<file path="src/rtl/mcs4_pkg.sv">
`default_nettype none
// ============================================================================
// Module   : mcs4_pkg
// Purpose  : Shared constants and types for the MCS-4 instruction-cycle
//            sequencer: phase period, phase-low decode points, subcycle and
//            FSM state encodings.
// Revision : 1.0 - initial release
// ============================================================================
package mcs4_pkg;

  // Phase counter: 7 clk_i per two-phase clock period.
  localparam int                 PHASE_W      = 3;
  localparam int                 PHASE_PERIOD = 7;
  localparam logic [PHASE_W-1:0] PHASE_LAST   = PHASE_W'(PHASE_PERIOD - 1);

  // Phase counts during which each clock phase is driven low.
  localparam logic [PHASE_W-1:0] PHI1_LOW_A = 3'd0;
  localparam logic [PHASE_W-1:0] PHI1_LOW_B = 3'd1;
  localparam logic [PHASE_W-1:0] PHI2_LOW_A = 3'd4;
  localparam logic [PHASE_W-1:0] PHI2_LOW_B = 3'd5;

  // Instruction-cycle position.
  typedef enum logic [2:0] {
    SC_A1 = 3'd0,
    SC_A2 = 3'd1,
    SC_A3 = 3'd2,
    SC_M1 = 3'd3,
    SC_M2 = 3'd4,
    SC_X1 = 3'd5,
    SC_X2 = 3'd6,
    SC_X3 = 3'd7
  } subcycle_e;

  // Sequencer control states.
  typedef enum logic [1:0] {
    ST_IDLE   = 2'd0,
    ST_RUN    = 2'd1,
    ST_STEP   = 2'd2,
    ST_FINISH = 2'd3
  } seq_state_e;

endpackage
`default_nettype wire

</file>
<file path="src/rtl/mcs4_phase_gen.sv">
`default_nettype none
// ============================================================================
// Module   : mcs4_phase_gen
// Purpose  : Enable-gated phase counter (0..6) with registered active-low
//            PHI1/PHI2 outputs and a wrap strobe for the subcycle counter.
// Revision : 1.0 - initial release
// ============================================================================
module mcs4_phase_gen
  import mcs4_pkg::*;
(
  input  logic               clk_i,
  input  logic               rst_i,
  input  logic               en_i,          // currently inside a cycle
  input  logic               active_next_i, // still inside a cycle after this edge
  output logic [PHASE_W-1:0] phase_o,
  output logic [PHASE_W-1:0] phase_next_o,
  output logic               wrap_o,
  output logic               phi1_o,
  output logic               phi2_o
);

  logic [PHASE_W-1:0] phase_q, phase_d;
  logic               phi1_q, phi1_d;
  logic               phi2_q, phi2_d;

  // Next phase count and clock levels; a fresh cycle or an idle sequencer
  // always lands on phase 0 so the phases are decoded from the next count.
  always_comb begin
    phase_d = '0;
    if (en_i && active_next_i && (phase_q != PHASE_LAST)) begin
      phase_d = phase_q + PHASE_W'(1);
    end
    phi1_d = !(active_next_i && ((phase_d == PHI1_LOW_A) || (phase_d == PHI1_LOW_B)));
    phi2_d = !(active_next_i && ((phase_d == PHI2_LOW_A) || (phase_d == PHI2_LOW_B)));
  end

  // Phase state and clock output registers.
  always_ff @(posedge clk_i or posedge rst_i) begin
    if (rst_i) begin
      phase_q <= '0;
      phi1_q  <= 1'b1;
      phi2_q  <= 1'b1;
    end else begin
      phase_q <= phase_d;
      phi1_q  <= phi1_d;
      phi2_q  <= phi2_d;
    end
  end

  assign phase_o      = phase_q;
  assign phase_next_o = phase_d;
  assign wrap_o       = en_i && (phase_q == PHASE_LAST);
  assign phi1_o       = phi1_q;
  assign phi2_o       = phi2_q;

endmodule
`default_nettype wire

</file>
<file path="src/rtl/mcs4_cycle_seq.sv">
`default_nettype none
// ============================================================================
// Module   : mcs4_cycle_seq
// Purpose  : MCS-4 instruction-cycle sequencer. Produces PHI1/PHI2, the
//            A1..X3 subcycle, SYNC, a cycle-done strobe and a completed-cycle
//            counter, gated by run/halt and single-step control.
// Options  : MCS4_CYCLE_SEQ_STEP_EN - enables the single-step state; when
//            undefined step_i is accepted but has no effect.
// Revision : 1.0 - initial release
// ============================================================================
module mcs4_cycle_seq
  import mcs4_pkg::*;
(
  input  logic        clk_i,
  input  logic        rst_i,
  input  logic        run_i,
  input  logic        step_i,
  output logic        PHI1_o,
  output logic        PHI2_o,
  output logic        SYNC_o,
  output logic [2:0]  subcycle_o,
  output logic        cycle_done_o,
  output logic        running_o,
  output logic [15:0] cycle_cnt_o
);

  seq_state_e         state_q, state_d;
  subcycle_e          sub_q, sub_d;
  logic               sync_q, sync_d;
  logic               done_q, done_d;
  logic               running_q, running_d;
  logic [15:0]        cnt_q, cnt_d;

  logic               active_q, active_d;
  logic               cycle_end;
  logic               wrap;
  logic [PHASE_W-1:0] phase, phase_next;

`ifndef MCS4_CYCLE_SEQ_STEP_EN
  logic unused_step;
  assign unused_step = step_i;
`endif

  assign active_q  = (state_q != ST_IDLE);
  assign cycle_end = active_q && (phase == PHASE_LAST) && (sub_q == SC_X3);

  mcs4_phase_gen u_phase_gen (
    .clk_i         (clk_i),
    .rst_i         (rst_i),
    .en_i          (active_q),
    .active_next_i (active_d),
    .phase_o       (phase),
    .phase_next_o  (phase_next),
    .wrap_o        (wrap),
    .phi1_o        (PHI1_o),
    .phi2_o        (PHI2_o)
  );

  // Next-state logic plus every output computed from the post-edge values so
  // that all outputs leave the block straight from flops.
  always_comb begin
    state_d = state_q;
    case (state_q)
      ST_IDLE: begin
        if (run_i) begin
          state_d = ST_RUN;
`ifdef MCS4_CYCLE_SEQ_STEP_EN
        end else if (step_i) begin
          state_d = ST_STEP;
`endif
        end
      end
      ST_RUN: begin
        if (!run_i) state_d = cycle_end ? ST_IDLE : ST_FINISH;
      end
`ifdef MCS4_CYCLE_SEQ_STEP_EN
      ST_STEP: begin
        if (run_i)          state_d = ST_RUN;
        else if (cycle_end) state_d = ST_IDLE;
      end
`endif
      ST_FINISH: begin
        if (run_i)          state_d = ST_RUN;
        else if (cycle_end) state_d = ST_IDLE;
      end
      default: state_d = ST_IDLE;
    endcase

    active_d = (state_d != ST_IDLE);

    sub_d = SC_A1;
    if (active_q && active_d) begin
      sub_d = wrap ? subcycle_e'(sub_q + 3'd1) : sub_q;
    end

    running_d = active_d;
    sync_d    = !(active_d && (sub_d == SC_X3));
    done_d    = active_d && (phase_next == PHASE_LAST) && (sub_d == SC_X3);
    cnt_d     = done_d ? (cnt_q + 16'd1) : cnt_q;
  end

  // Sequencer state and registered outputs.
  always_ff @(posedge clk_i or posedge rst_i) begin
    if (rst_i) begin
      state_q   <= ST_IDLE;
      sub_q     <= SC_A1;
      sync_q    <= 1'b1;
      done_q    <= 1'b0;
      running_q <= 1'b0;
      cnt_q     <= '0;
    end else begin
      state_q   <= state_d;
      sub_q     <= sub_d;
      sync_q    <= sync_d;
      done_q    <= done_d;
      running_q <= running_d;
      cnt_q     <= cnt_d;
    end
  end

  assign SYNC_o       = sync_q;
  assign subcycle_o   = sub_q;
  assign cycle_done_o = done_q;
  assign running_o    = running_q;
  assign cycle_cnt_o  = cnt_q;

endmodule
`default_nettype wire

</file>
<file path="config.mk">
export PLATFORM = sky130hd
export DESIGN_NAME = mcs4_cycle_seq
export DESIGN_NICKNAME = d
export VERILOG_FILES = /design/src/rtl/mcs4_pkg.sv /design/src/rtl/mcs4_phase_gen.sv /design/src/rtl/mcs4_cycle_seq.sv
export SDC_FILE = /design/constraint.sdc
export NUM_CORES = 1
export LEC_CHECK = 0
export BUFFER_PORTS_ARGS = -buffer_cell sky130_fd_sc_hd__buf_2
export CAP_MARGIN = 5
export CORE_UTILIZATION = 52
export DETAILED_ROUTE_END_ITERATION = 10
export PLACE_DENSITY_LB_ADDON = 0.2
export REMOVE_ABC_BUFFERS = 1
export SYNTH_ARGS = -nofsm -noshare
export SYNTH_HDL_FRONTEND = slang
export SYNTH_SLANG_ARGS = --single-unit
</file>
<file path="constraint.sdc">
create_clock -name clk_i -period 2.7 [get_ports clk_i]
set_input_delay 0.135 -clock clk_i [delete_from_list [all_inputs] [get_ports clk_i]]
set_output_delay 0.135 -clock clk_i [all_outputs]
set_load 0.05 [all_outputs]
</file>
# Word-level counts from Yosys, hierarchy flattened
# Cells that the tools add are included.
# totals
ff_bits	29
in_bits	4
# classes
add_sub_neg	3
eq_ne	10
muxes	9
n_reduce_logical	18
# ops
operator	n
$eq A3 B3 Y1 const B	6
$add A16 B1 Y16 const B	1
$mux W2	5
$logic_and A1 B1 Y1	9
$mux W3	3
$add A3 B1 Y3 const B	2
$pmux W2 S3	1
$reduce_bool A2 Y1	2
$eq A3 B1 Y1 const B	1
$logic_not A1 Y1	3
$logic_not A3 Y1	1
$ne A3 B3 Y1 const B	1
$eq A2 B1 Y1 const B	1
$eq A2 B2 Y1 const B	1
$logic_not A2 Y1	1
$logic_or A1 B1 Y1	2

# Depth between registers and ports, before layout
# depth
depth_word	14
mapped_depth	9
mapped_depth_nobuf	7

# Hierarchy
# Synthesis repeated with hierarchy kept, for this count alone.
# hier_totals
cells_unflattened	116
hier_area_um2	1380.1
# modules_own_cells
module	n_inst	cells_per_inst	area_per_inst_um2	seq_area_each_um2
mcs4_cycle_seq	1	94	1129.8	601.8
mcs4_phase_gen	1	22	250.2	127.6

# Worst setup path before layout
# No wires, ideal clock.
# synth_path
path_kind	register to register
start	reg sub_q[0] (netlist: subcycle_o[0])
end	reg cnt_q[10] (netlist: cycle_cnt_o[10])
setup_ns	0.141
arrival_time_ns	2.007
required_ns	2.559
path_slack_ns	0.552
path_stages_with_launch	10
n_path_buf	2
period_less_slack_ns	2.148
path_cell_list	dfrtp_1 -> ha_1 -> ha_1 -> nand3b_1 -> mux2i_1 -> and4bb_1 -> buf_6 -> buf_12 -> nand3_1 -> xnor2_1
# synth_between
elab_chain_cells	12
word_cells_on_any_way	18
cone_classes	add/sub (1); eq/ne (3); mux (8); reduce/logical (6)
# synth_rtl
item	line_no	rtl
start, declared	mcs4_cycle_seq.sv:28	subcycle_e sub_q, sub_d;
start signal, assigned	mcs4_cycle_seq.sv:113	sub_q <= sub_d;
$eq A3 B3 Y1	mcs4_cycle_seq.sv:45	assign cycle_end = active_q && (phase == PHASE_LAST) && (sub_q == SC_X3);
$logic_and A1 B1 Y1	mcs4_cycle_seq.sv:45	
$mux W2, on equally long branches	mcs4_cycle_seq.sv:84, mcs4_cycle_seq.sv:74	
$mux W2, on equally long branches	mcs4_cycle_seq.sv:83, mcs4_cycle_seq.sv:74	
$pmux W2 S3	mcs4_cycle_seq.sv:63	case (state_q)
$reduce_bool A2 Y1	mcs4_cycle_seq.sv:89	active_d = (state_d != ST_IDLE);
$logic_and A1 B1 Y1	mcs4_phase_gen.sv:30, mcs4_cycle_seq.sv:92	
$logic_and A1 B1 Y1	mcs4_phase_gen.sv:30	if (en_i && active_next_i && (phase_q != PHASE_LAST)) begin
$mux W3	mcs4_phase_gen.sv:30	
$eq A3 B3 Y1	mcs4_cycle_seq.sv:98	done_d = active_d && (phase_next == PHASE_LAST) && (sub_d == SC_X3);
$logic_and A1 B1 Y1	mcs4_cycle_seq.sv:98	
$logic_and A1 B1 Y1 (*)	mcs4_cycle_seq.sv:98	
via done_d	mcs4_cycle_seq.sv:30	logic done_q, done_d;
end signal, assigned	mcs4_cycle_seq.sv:117	cnt_q <= cnt_d;
end, declared	mcs4_cycle_seq.sv:32	logic [15:0] cnt_q, cnt_d;
# The timed path passes the listed nets; every way through them passes the cells marked *.
# A chain may end at the register's enable or synchronous reset.

# Worst setup path after layout
# layout_path
start	reg sub_q[0] (netlist: subcycle_o[0])
end	reg cnt_q[9] (netlist: cycle_cnt_o[9])
# layout_between
elab_chain_cells	12
word_cells_on_any_way	18
cone_classes	add/sub (1); eq/ne (3); mux (8); reduce/logical (6)
# layout_rtl
item	line_no
$eq A3 B3 Y1	mcs4_cycle_seq.sv:45
$logic_and A1 B1 Y1	mcs4_cycle_seq.sv:45
$mux W2, on equally long branches	mcs4_cycle_seq.sv:84, mcs4_cycle_seq.sv:74
$mux W2, on equally long branches	mcs4_cycle_seq.sv:83, mcs4_cycle_seq.sv:74
$pmux W2 S3	mcs4_cycle_seq.sv:63
$reduce_bool A2 Y1	mcs4_cycle_seq.sv:89
$logic_and A1 B1 Y1	mcs4_phase_gen.sv:30, mcs4_cycle_seq.sv:92
$logic_and A1 B1 Y1	mcs4_phase_gen.sv:30
$mux W3	mcs4_phase_gen.sv:30
$eq A3 B3 Y1	mcs4_cycle_seq.sv:98
$logic_and A1 B1 Y1	mcs4_cycle_seq.sv:98
$logic_and A1 B1 Y1 (*)	mcs4_cycle_seq.sv:98
# Every way passes the cells marked *; elsewhere a longest branch is shown, timed or not.

==> results.md <==
* Status: complete, no violations
* Post-DP HPWL at 1680 um
* FF-to-FF End: cycle_cnt_o[9]
* Pwr Total at 1.32 mW
* Min-delay worst type: in2async
* Postcts setup bufs at 0
* Layout cells sized above 1 at 0.262
* Largest net degree at the start of global routing at 30
* Synth warn at 0
* Power Density at 872 nW/um2
* GPL Wtd Cong at roughly 0.79
* Synth Instances at around 110
* Slew at the pin with the worst max-slew slack at ~1.0 ns
* Vias in the first global route at between 800 and 900
* Final worst path period share at 0.824
* Area growth syn-to-layout at 16.1%
* GRT Util Overall at 0.207
* Main combinational cell family by area after synthesis: simple AND/OR/NAND/NOR gates
* Setup TNS at 0 ns
* Initial Util at 0.568
* Endpoints failing setup at 0
* Reg clk slew, reported paths at 0.09 ns
* GR Overflow Total at 0
* CP required at 2.91 ns
* Die area at 2710 um2
* Fin Hold WS at 0.0468 ns
* Worst VDD drop at 0.828 mV
* Post-Syn Area at approximately 1300 um2
* # resized after CTS at 0
* Post-synthesis mux area share at 0.0393
* Row Count at 17
* H-tree lvl count at 2
* Synth Area in Compound Gates at 0.0403
* Leak at 0.773 nW
* Reg2reg setup slack at 0.48 ns
* Detailed Routing Iterations Pass 1 at 4
* Most area-consuming cells after synthesis: dfrtp_1 (50%), xnor2_1 (9.4%), dfstp_2 (6.0%), ha_1 (4.8%), nand3_1 (3.5%)
* Fin Clk Skew at 0.00913 ns
* Yosys top cell area share at 0.499
* Syn Area/Cell at 11.7 um2
* Worst reg2reg path depth at 8
* Ports at 28
* Worst Slack Setup Final at 0.475 ns
* Routed wire length per instance at 13.4 um
* Clock Sinks at 29
* R2R Path Start: subcycle_o[0]
* Synth area leader: dfrtp_1
* Worst setup EP type: register
* Util after Layout at 0.659
* Seq cells post-synth at 29
* Core Area at 2300 um2
* CTS root buf: clkbuf_4
* Total Nets Final at between 150 and 200
* Remaining antenna violation count at 0
* Worst slew margin at 0.300
* Num CTS Buffers at 5
* RSZ-0062 raised after global routing: no
* Die Ht at 52.1 um
* Fmax at 449 MHz
* DRT iter0 DRCs at 13
* CP max FO at 10
* Worst-skew pair later-pin latency at 0.33 ns
* Tmin final at about 2.2 ns
* Dpl ws at between 0.4 and 0.5 ns
* Post-Synth Adder-Cell Area at 0.0480
* CP arrival at 2.43 ns
* Worst-case clock buffer depth at 2
* Die X at 52.1 um
* Critical Path End: cycle_cnt_o[9]
* Drt total wl at 2320 um
* Simple-Gate Fraction of Synth Area at 0.167
* Via density per instance at 5.29
* Post-synth cell types at 24
* Setup CP Type: reg2reg
* Diodes inserted at 0
* Max_cap viols at 0
* Synth Area in XOR/XNOR at 0.107
* Antenna violations before repair at 0
* Port Buffer Count at 26
* Setup crit start: subcycle_o[0]
* CTS tree: yes
* Sequential area share after synthesis at 0.560
* CP Launch Type: register
* DR vias at just over 900
* Slew Viols, Final at 0
* First-pass GRT wire length at 3830 um
* Final hold vios at 0
* DR DRC count at 0
==> sequential cells by signal (all words and copies together), names as in the netlist <==
name / cells
SYNC_o: 1
cycle_cnt_o: 16
cycle_done_o: 1
running_o: 1
state_q: 2
subcycle_o: 3
u_phase_gen.phase_o: 3
u_phase_gen.phi1_o: 1
u_phase_gen.phi2_o: 1
==> power by group <==
part	leakage, nW	internal, mW	switching (mW)	total [mW]
sequential	0.371	0.518	0.0667	0.584
combinational	0.370	0.147	0.316	0.463
clock	0.0326	0.128	0.144	0.272
==> per-stage QoR <==
step	instances	cell area [um2]
after floorplan	109	1270
after global placement	164	1450
after detailed placement	164	1450
after CTS	173	1510
after global routing	173	1510
final	173	1510
==> cells by family after synthesis <==
kind of cell	after synthesis
AO/OA/AOI/OAI	6
XOR/XNOR	16
adder cells (fa/ha/maj)	5
buffers and inverters	7
flip-flops	29
multiplexers	5
AND/OR/NAND/NOR	43
==> layout make-up <==
| class | count | area, um2 |
|---|---|---|
| inverter | 5 | 18.8 |
| clock buffer | 8 | 58.8 |
| multi-input combinational | 75 | 524 |
| fill | 199 | 783 |
| sequential | 29 | 729 |
| timing repair buffer | 28 | 148 |
| tap | 28 | 35.0 |
==> placed cells by master (no fill, tap or decap), drive strengths merged <==
cell	count
inv	5
nor2	12
and3	2
and4	1
nand3	9
o21a	1
o211ai	1
and2	1
xnor2	14
dlygate4sd3	1
dfrtp	26
dfstp	3
nand4	6
nand4b	1
clkbuf	8
a311oi	1
ha	5
and4bb	1
mux2i	4
mux2	1
o21ai	3
nand2	9
xor2	2
nand3b	1
buf	27
==> how the worst min path moves through the flow <==
stage / from / end / slack, ns / depth (start not counted)
3_5_place_dp: run_i / state_q[1] / 0.32 / 2
5_1_grt: rst_i / cycle_cnt_o[14] / 0.13 / 2
4_1_cts: rst_i / cycle_cnt_o[14] / 0.07 / 2
6_report: rst_i / cycle_cnt_o[15] / 0.05 / 2
2_1_floorplan: rst_i / cycle_cnt_o[0] / 0.21 / 1
3_3_place_gp: run_i / state_q[1] / 0.32 / 2
==> cells in the mapped netlist <==
master    count
nor2_1       12
nand4b_1      1
and4_1        1
mux2_2        1
and4bb_1      1
dfrtp_1      26
o211ai_4      1
xnor2_1      14
nand4_1       6
inv_1         5
o21a_1        1
buf_12        1
buf_6         1
nand2_1       9
ha_1          5
and2_1        1
mux2i_1       4
o21ai_0       3
and3_1        2
nand3b_1      1
dfstp_2       3
a311oi_1      1
xor2_1        2
nand3_1       9
==> per-layer routing <==
layer	wire, um	vias to the layer above	GRT usage
met2	1110	22	0.310
met4	36	0	0.108
li1	-	448	-
met5	0	-	0
met3	102	5	0.0789
met1	1080	441	0.256
==> critical path, stage by stage, from the launching register on <==
cell      delay [ns]
dfrtp_1         0.43
ha_1            0.23
ha_1            0.29
nand3b_1        0.08
mux2i_1         0.18
and4bb_1        0.40
buf_4           0.23
nand4_1         0.12
xnor2_1         0.15
==> what timing repair did <==
action | in CTS | in global routing
endpoints found under the setup margin | 0 | 0
endpoints found under the hold margin | 1 | 0
hold buffers | 1 | 0
(Power assumes the default switching activity.)
